File: src/rtl/lsu_subword_if.sv
// rtl/lsu_subword_if.sv - datapath request/response and data-memory bus bundle for lsu_subword
interface lsu_subword_if #(
  parameter int ADDR_W = 10
);
  // datapath request side
  logic              req;
  logic              st;
  logic [1:0]        size;
  logic              sext;
  logic [ADDR_W-1:0] addr;
  logic [31:0]       wdata;
  // datapath response side
  logic              busy;
  logic              done;
  logic              err;
  logic [31:0]       rdata;
  // word-wide data memory side
  logic [ADDR_W-1:0] dm_addr;
  logic [31:0]       dm_din;
  logic              dm_we;
  logic [31:0]       dm_dout;

  // environment view: drives requests and plays the data memory
  modport master (
    output req, st, size, sext, addr, wdata, dm_dout,
    input  busy, done, err, rdata, dm_addr, dm_din, dm_we
  );

  // load/store unit view
  modport slave (
    input  req, st, size, sext, addr, wdata, dm_dout,
    output busy, done, err, rdata, dm_addr, dm_din, dm_we
  );
endinterface

File: src/rtl/lsu_subword.sv
// rtl/lsu_subword.sv - byte/half/word load-store unit with read-modify-write sub-word stores
module lsu_subword #(
  parameter int ADDR_W = 10
) (
  input  logic         clk,
  input  logic         rst_n,
  lsu_subword_if.slave bus
);

  typedef enum logic [1:0] {
    IDLE = 2'd0,
    RD   = 2'd1,
    MRG  = 2'd2,
    WR   = 2'd3
  } state_t;

  localparam logic [1:0] SZ_BYTE = 2'b00;
  localparam logic [1:0] SZ_HALF = 2'b01;
  localparam logic [1:0] SZ_WORD = 2'b10;

  state_t            state_q;
  state_t            state_d;

  // latched request
  logic              st_q;
  logic [1:0]        size_q;
  logic              sext_q;
  logic [ADDR_W-1:0] addr_q;
  logic [31:0]       wdata_q;

  // merged word for sub-word stores, registered outputs
  logic [31:0]       merge_q;
  logic [31:0]       rdata_q;
  logic              done_q;
  logic              err_q;

  // combinational helpers
  logic              accept;
  logic              misalign;
  logic [7:0]        byte_lane;
  logic [15:0]       half_lane;
  logic [31:0]       load_val;
  logic [31:0]       merge_val;

  assign accept = (state_q == IDLE) && bus.req;

  // A request is trapped when its size is illegal or its address is not naturally aligned
  always_comb begin
    misalign = 1'b0;
    case (bus.size)
      SZ_BYTE: misalign = 1'b0;
      SZ_HALF: misalign = bus.addr[0];
      SZ_WORD: misalign = (bus.addr[1:0] != 2'b00);
      default: misalign = 1'b1;
    endcase
  end

  // State register; reset abandons any operation in flight
  always_ff @(posedge clk) begin
    if (!rst_n) begin
      state_q <= IDLE;
    end else begin
      state_q <= state_d;
    end
  end

  // Next-state: loads read once, word stores write once, sub-word stores merge then write
  always_comb begin
    state_d = state_q;
    case (state_q)
      IDLE: begin
        if (bus.req && !misalign) begin
          if (!bus.st) begin
            state_d = RD;
          end else if (bus.size == SZ_WORD) begin
            state_d = WR;
          end else begin
            state_d = MRG;
          end
        end
      end
      RD:      state_d = IDLE;
      MRG:     state_d = WR;
      WR:      state_d = IDLE;
      default: state_d = IDLE;
    endcase
  end

  // Little-endian lane selection from the addressed word
  always_comb begin
    byte_lane = 8'h00;
    case (addr_q[1:0])
      2'd0:    byte_lane = bus.dm_dout[7:0];
      2'd1:    byte_lane = bus.dm_dout[15:8];
      2'd2:    byte_lane = bus.dm_dout[23:16];
      default: byte_lane = bus.dm_dout[31:24];
    endcase
    half_lane = addr_q[1] ? bus.dm_dout[31:16] : bus.dm_dout[15:0];
  end

  // Sign/zero extension of the selected lane; a full word passes through unchanged
  always_comb begin
    load_val = bus.dm_dout;
    case (size_q)
      SZ_BYTE: load_val = sext_q ? {{24{byte_lane[7]}}, byte_lane} : {24'h000000, byte_lane};
      SZ_HALF: load_val = sext_q ? {{16{half_lane[15]}}, half_lane} : {16'h0000, half_lane};
      default: load_val = bus.dm_dout;
    endcase
  end

  // Replace only the addressed lane of the current word, keeping the other lanes intact
  always_comb begin
    merge_val = bus.dm_dout;
    if (size_q == SZ_BYTE) begin
      case (addr_q[1:0])
        2'd0:    merge_val[7:0]   = wdata_q[7:0];
        2'd1:    merge_val[15:8]  = wdata_q[7:0];
        2'd2:    merge_val[23:16] = wdata_q[7:0];
        default: merge_val[31:24] = wdata_q[7:0];
      endcase
    end else begin
      if (addr_q[1]) begin
        merge_val[31:16] = wdata_q[15:0];
      end else begin
        merge_val[15:0]  = wdata_q[15:0];
      end
    end
  end

  // Request capture, load result, merge buffer and the one-cycle done/err pulses
  always_ff @(posedge clk) begin
    if (!rst_n) begin
      st_q    <= 1'b0;
      size_q  <= 2'b00;
      sext_q  <= 1'b0;
      addr_q  <= '0;
      wdata_q <= 32'h0;
      merge_q <= 32'h0;
      rdata_q <= 32'h0;
      done_q  <= 1'b0;
      err_q   <= 1'b0;
    end else begin
      done_q <= 1'b0;
      err_q  <= 1'b0;
      if (accept) begin
        st_q    <= bus.st;
        size_q  <= bus.size;
        sext_q  <= bus.sext;
        addr_q  <= bus.addr;
        wdata_q <= bus.wdata;
        if (misalign) begin
          done_q <= 1'b1;
          err_q  <= 1'b1;
        end
      end
      case (state_q)
        RD: begin
          rdata_q <= load_val;
          done_q  <= 1'b1;
        end
        MRG: merge_q <= merge_val;
        WR:  done_q  <= 1'b1;
        default: ;
      endcase
    end
  end

  assign bus.busy    = (state_q != IDLE);
  assign bus.done    = done_q;
  assign bus.err     = err_q;
  assign bus.rdata   = rdata_q;
  assign bus.dm_addr = {addr_q[ADDR_W-1:2], 2'b00};
  // Word stores write the latched data directly; sub-word stores write the merged word
  assign bus.dm_din  = (size_q == SZ_WORD) ? wdata_q : merge_q;
  // Gated by rst_n so that a reset cycle can never commit a write
  assign bus.dm_we   = (state_q == WR) && st_q && rst_n;

endmodule

File: src/flat_wrapper.sv
// flat-port wrapper written by rule: the top's interface ports become plain ports
module lsu_subword_flat 
#(
  parameter int ADDR_W = 10
)
  (clk, rst_n, bus_req, bus_st, bus_size, bus_sext, bus_addr, bus_wdata, bus_dm_dout, bus_busy, bus_done, bus_err, bus_rdata, bus_dm_addr, bus_dm_din, bus_dm_we);
  lsu_subword_if #(.ADDR_W(ADDR_W)) bus_i ();
  input  logic clk;
  input  logic rst_n;
  input wire logic [$bits(bus_i.req)-1:0] bus_req;
  input wire logic [$bits(bus_i.st)-1:0] bus_st;
  input wire logic [$bits(bus_i.size)-1:0] bus_size;
  input wire logic [$bits(bus_i.sext)-1:0] bus_sext;
  input wire logic [$bits(bus_i.addr)-1:0] bus_addr;
  input wire logic [$bits(bus_i.wdata)-1:0] bus_wdata;
  input wire logic [$bits(bus_i.dm_dout)-1:0] bus_dm_dout;
  output wire logic [$bits(bus_i.busy)-1:0] bus_busy;
  output wire logic [$bits(bus_i.done)-1:0] bus_done;
  output wire logic [$bits(bus_i.err)-1:0] bus_err;
  output wire logic [$bits(bus_i.rdata)-1:0] bus_rdata;
  output wire logic [$bits(bus_i.dm_addr)-1:0] bus_dm_addr;
  output wire logic [$bits(bus_i.dm_din)-1:0] bus_dm_din;
  output wire logic [$bits(bus_i.dm_we)-1:0] bus_dm_we;
  assign bus_i.req = bus_req;
  assign bus_i.st = bus_st;
  assign bus_i.size = bus_size;
  assign bus_i.sext = bus_sext;
  assign bus_i.addr = bus_addr;
  assign bus_i.wdata = bus_wdata;
  assign bus_i.dm_dout = bus_dm_dout;
  assign bus_busy = bus_i.busy;
  assign bus_done = bus_i.done;
  assign bus_err = bus_i.err;
  assign bus_rdata = bus_i.rdata;
  assign bus_dm_addr = bus_i.dm_addr;
  assign bus_dm_din = bus_i.dm_din;
  assign bus_dm_we = bus_i.dm_we;
  lsu_subword #(.ADDR_W(ADDR_W)) u_core (.clk(clk), .rst_n(rst_n), .bus(bus_i));
endmodule
File: config.mk
export PLATFORM = sky130hd
export DESIGN_NAME = lsu_subword_flat
export DESIGN_NICKNAME = d
export VERILOG_FILES = /design/src/rtl/lsu_subword_if.sv /design/src/rtl/lsu_subword.sv /design/src/flat_wrapper.sv
export SDC_FILE = /design/constraint.sdc
export NUM_CORES = 1
export LEC_CHECK = 0
export BUFFER_PORTS_ARGS = -buffer_cell sky130_fd_sc_hd__buf_2
export CORE_MARGIN = 4
export CORE_UTILIZATION = 57
export CTS_CLUSTER_SIZE = 12
export DETAILED_ROUTE_END_ITERATION = 12
export PLACE_DENSITY = 0.86
export SKIP_CTS_REPAIR_TIMING = 1
export SYNTH_ARGS = -nofsm -noshare
export SYNTH_HDL_FRONTEND = slang
export SYNTH_SLANG_ARGS = --single-unit
export TNS_END_PERCENT = 50
File: constraint.sdc
create_clock -name clk -period 4.3 [get_ports clk]
set_input_delay 0.645 -clock clk [delete_from_list [all_inputs] [get_ports clk]]
set_output_delay 0.645 -clock clk [all_outputs]
set_load 0.02 [all_outputs]
==> summary.md <==
| Metric | Value |
|---|---|
| Status | `finished clean` |
| RSZ-0062 raised after global routing | `no` |
| Crit start category | `flip-flop` |
| #FFs+latches synth | `114` |
| Cell variety after synth | `57` |
| Met3 wire len | `1940 µm` |
| RePlAce Congestion | `0.894` |
| Post-Route M1 WL | `7230 µm` |
| Clock sink count | `114` |
| Core ar. | `0.00982 mm²` |
| Synth Area in Adders | `0%` |
| First-pass GRT wire length | `27600 µm` |
| Cts bufs inserted | `17` |
| Clk_lat worst skew | `520 ps` |
| Max-slew headroom | `21.7%` |
| Global router's overall resource usage | `29.8%` |
| Hold Vio Cnt, Final | `0` |
| Starting density of the core | `58.6%` |
| Post-DP HPWL | `12000 µm` |
| WS Path Type | `flip-flop to primary output` |
| Buffers on Ports | `156` |
| Number of global-route vias before repair | `5374` |
| Pre-CTS WS | `1440 ps` |
| Number of setup violations in the final report | `0` |
| Worst Tran Pin Value | `1170 ps` |
| H-tree levels | `4` |
| Worst hold slack | `363 ps` |
| Remaining Overflow, GRT | `0` |
| DR pass1 iterations | `5` |
| Max Clock Skew | `8.81 ps` |
| Leak | `2.95 nW` |
| Peak Freq | `294 MHz` |
| Cell area power density | `443 mW/mm²` |
| Asr flop ratio synth | `0%` |
| Reg clk slew, reported paths | `60 ps` |
| Post-synthesis simple-gate area fraction | `16.4%` |
| Deepest clock path buffer count | `2` |
| Post-route worst setup slack | `899 ps` |
| Fin crit share | `79.1%` |
| Number of flops mapped to enable cells by yosys | `0` |
| CP max FO | `44` |
| Ys flop type | `dfxtp_1` |
| Hold crit path type | `input port to flip-flop` |
| CTS Root Cell | `clkbuf_8` |
| First DRT Iteration DRCs | `580` |
| Post-synthesis compound-gate area fraction | `27.2%` |
| Cell area after synthesis | `0.00575 mm²` |
| Critical path endpoint category | `primary output` |
| FILL cells | `790` |
| Critical Path RT | `3650 ps` |
| Ports | `159` |
| Yosys warns | `0` |
| Drc violations | `0` |
| Initial antenna violation count | `0` |
| Core Util, Final | `70.0%` |
| Die area | `0.0118 mm²` |
| Final min period | `3400 ps` |
| Arrival @ worst endpoint | `2760 ps` |
| Detail Route Antenna Nets | `0` |
| Synthesized area per cell | `8.68 µm²` |
| Pins Over Slew Limit | `0` |
| Die Ht | `108 µm` |
| Max Used Layer | `met4` |
| Largest family of logic cells by synthesized area | `compound AO/OA/AOI/OAI gates` |
| Final Total Pwr | `3.05 mW` |
| Wire length per cell | `19.3 µm` |
| Routed wl met2 | `7840 µm` |
| Fin nets | `851` |
| Vias/cell | `6.27` |
| Row Count | `36` |
| CTS tree | `done` |
| Fin Setup TNS | `0 ps` |
| N_diodes | `0` |
| Syn-to-layout area delta | `19.5%` |
| Max_cap viols | `0` |
| Mux share of post-synthesis cell area | `8.29%` |
| Layout cell share with drive strength beyond 1 | `33.3%` |
| Die Width | `108 µm` |
| Via Count | `5745` |
| Xor/xnor cell area share of the yosys netlist | `0%` |
| Largest net degree at the start of global routing | `57` |
| Final wirelength | `17700 µm` |
| Seq/Total Area, Yosys | `39.7%` |
| Reg2reg setup slack | `1750 ps` |
| Max IR drop VDD | `0.000266 V` |
| Synth Instances | `663` |
==> cell families (layout without fill, tap and decap cells) <==
family,after synthesis,after routing
AOI/OAI and AO/OA,248,248
and+or+nand+nor,178,178
other,1,2
buffers and inverters,81,200
muxes,41,41
DFF,114,114
==> worst max-delay path: stages (launching register included) <==
cell      delay [ps]
dfxtp_1          300
buf_4            400
nand2b_1         570
buf_4            410
mux2_2           380
buf_2            160
==> final cells by class <==
class	instances	area [µm²]	area share, %
Multi-Input combinational cell	469	3000	43.6
Inverter	4	15.0	0.218
Timing Repair Buffer	164	841	12.2
Clock buffer	17	414	6.02
Clock inverter	15	158	2.29
Tap cell	133	166	2.42
Sequential cell	114	2280	33.2
==> Yosys cell counts (all sizes together) (8+ instances only) <==
cell	count	area share, %
a21oi	64	5.6
a31oi	50	5.7
a32o	16	2.8
and3b	8	1.2
buf	62	7.2
clkbuf	15	1.0
dfxtp	114	40
mux2	40	7.9
nand2	104	6.8
nand2b	9	0.98
nand3	23	2.0
nor4b	8	1.5
o21ai	75	6.5
o21ba	8	1.4
o21bai	9	1.2
==> cell usage in the layout (no fill, tap or decap), types with 3 or more instances in the layout <==
cell and instances:
a311oi_1 6, a21oi_1 64, inv_1 3, clkinv_2 4, and3b_1 8, dfxtp_1 113
o21ba_2 8, inv_6 4, buf_4 8, nand2b_1 9, o21ai_0 75, nand2_1 104
nor4b_1 5, or2b_1 3, buf_2 156, clkbuf_16 16, a32o_1 16, o21bai_1 9
clkinv_4 4, a31oi_1 49, mux2_2 38, o32ai_1 6, nor4b_2 3, nand3_1 23
o31ai_1 6
==> path summary, 6_finish.rpt <==
kind / end / depth (start not counted) / from
hold reg to reg: u_core.wdata_q[17] / 2 / u_core.wdata_q[17]
hold / removal: u_core.wdata_q[2] / 3 / bus_wdata[2]
setup / recovery: bus_dm_din[11] / 5 / u_core.size_q[0]
setup reg to reg: u_core.merge_q[30] / 3 / u_core.state_q[1]
==> through the flow <==
stage,instances,instance area (µm²)
floorplan,664,5760
global placement,884,6300
detailed placement,884,6300
CTS,916,6880
global route,916,6880
finish,916,6880
==> where the power goes <==
group / internal, mW / switching (mW)
clock network: 0.829 / 0.533
registers: 1.13 / 0.0605
logic: 0.185 / 0.312
==> layer usage <==
metal  up-vias  GRT usage [%]
met4         0           13.3
met3        59           7.82
met5         -              0
met1      2665           41.0
met2       383           44.0
li1       2638              -
==> flip-flops by register name, summed over array words and instances (netlist names) <==
register	cells
u_core.state_q	2
u_core.wdata_q	32
u_core.bus.err	1
u_core.addr_q	10
u_core.size_q	2
u_core.st_q	1
u_core.merge_q	32
u_core.sext_q	1
u_core.bus.done	1
u_core.bus.rdata	32
Power figures use the tool's default switching activity.
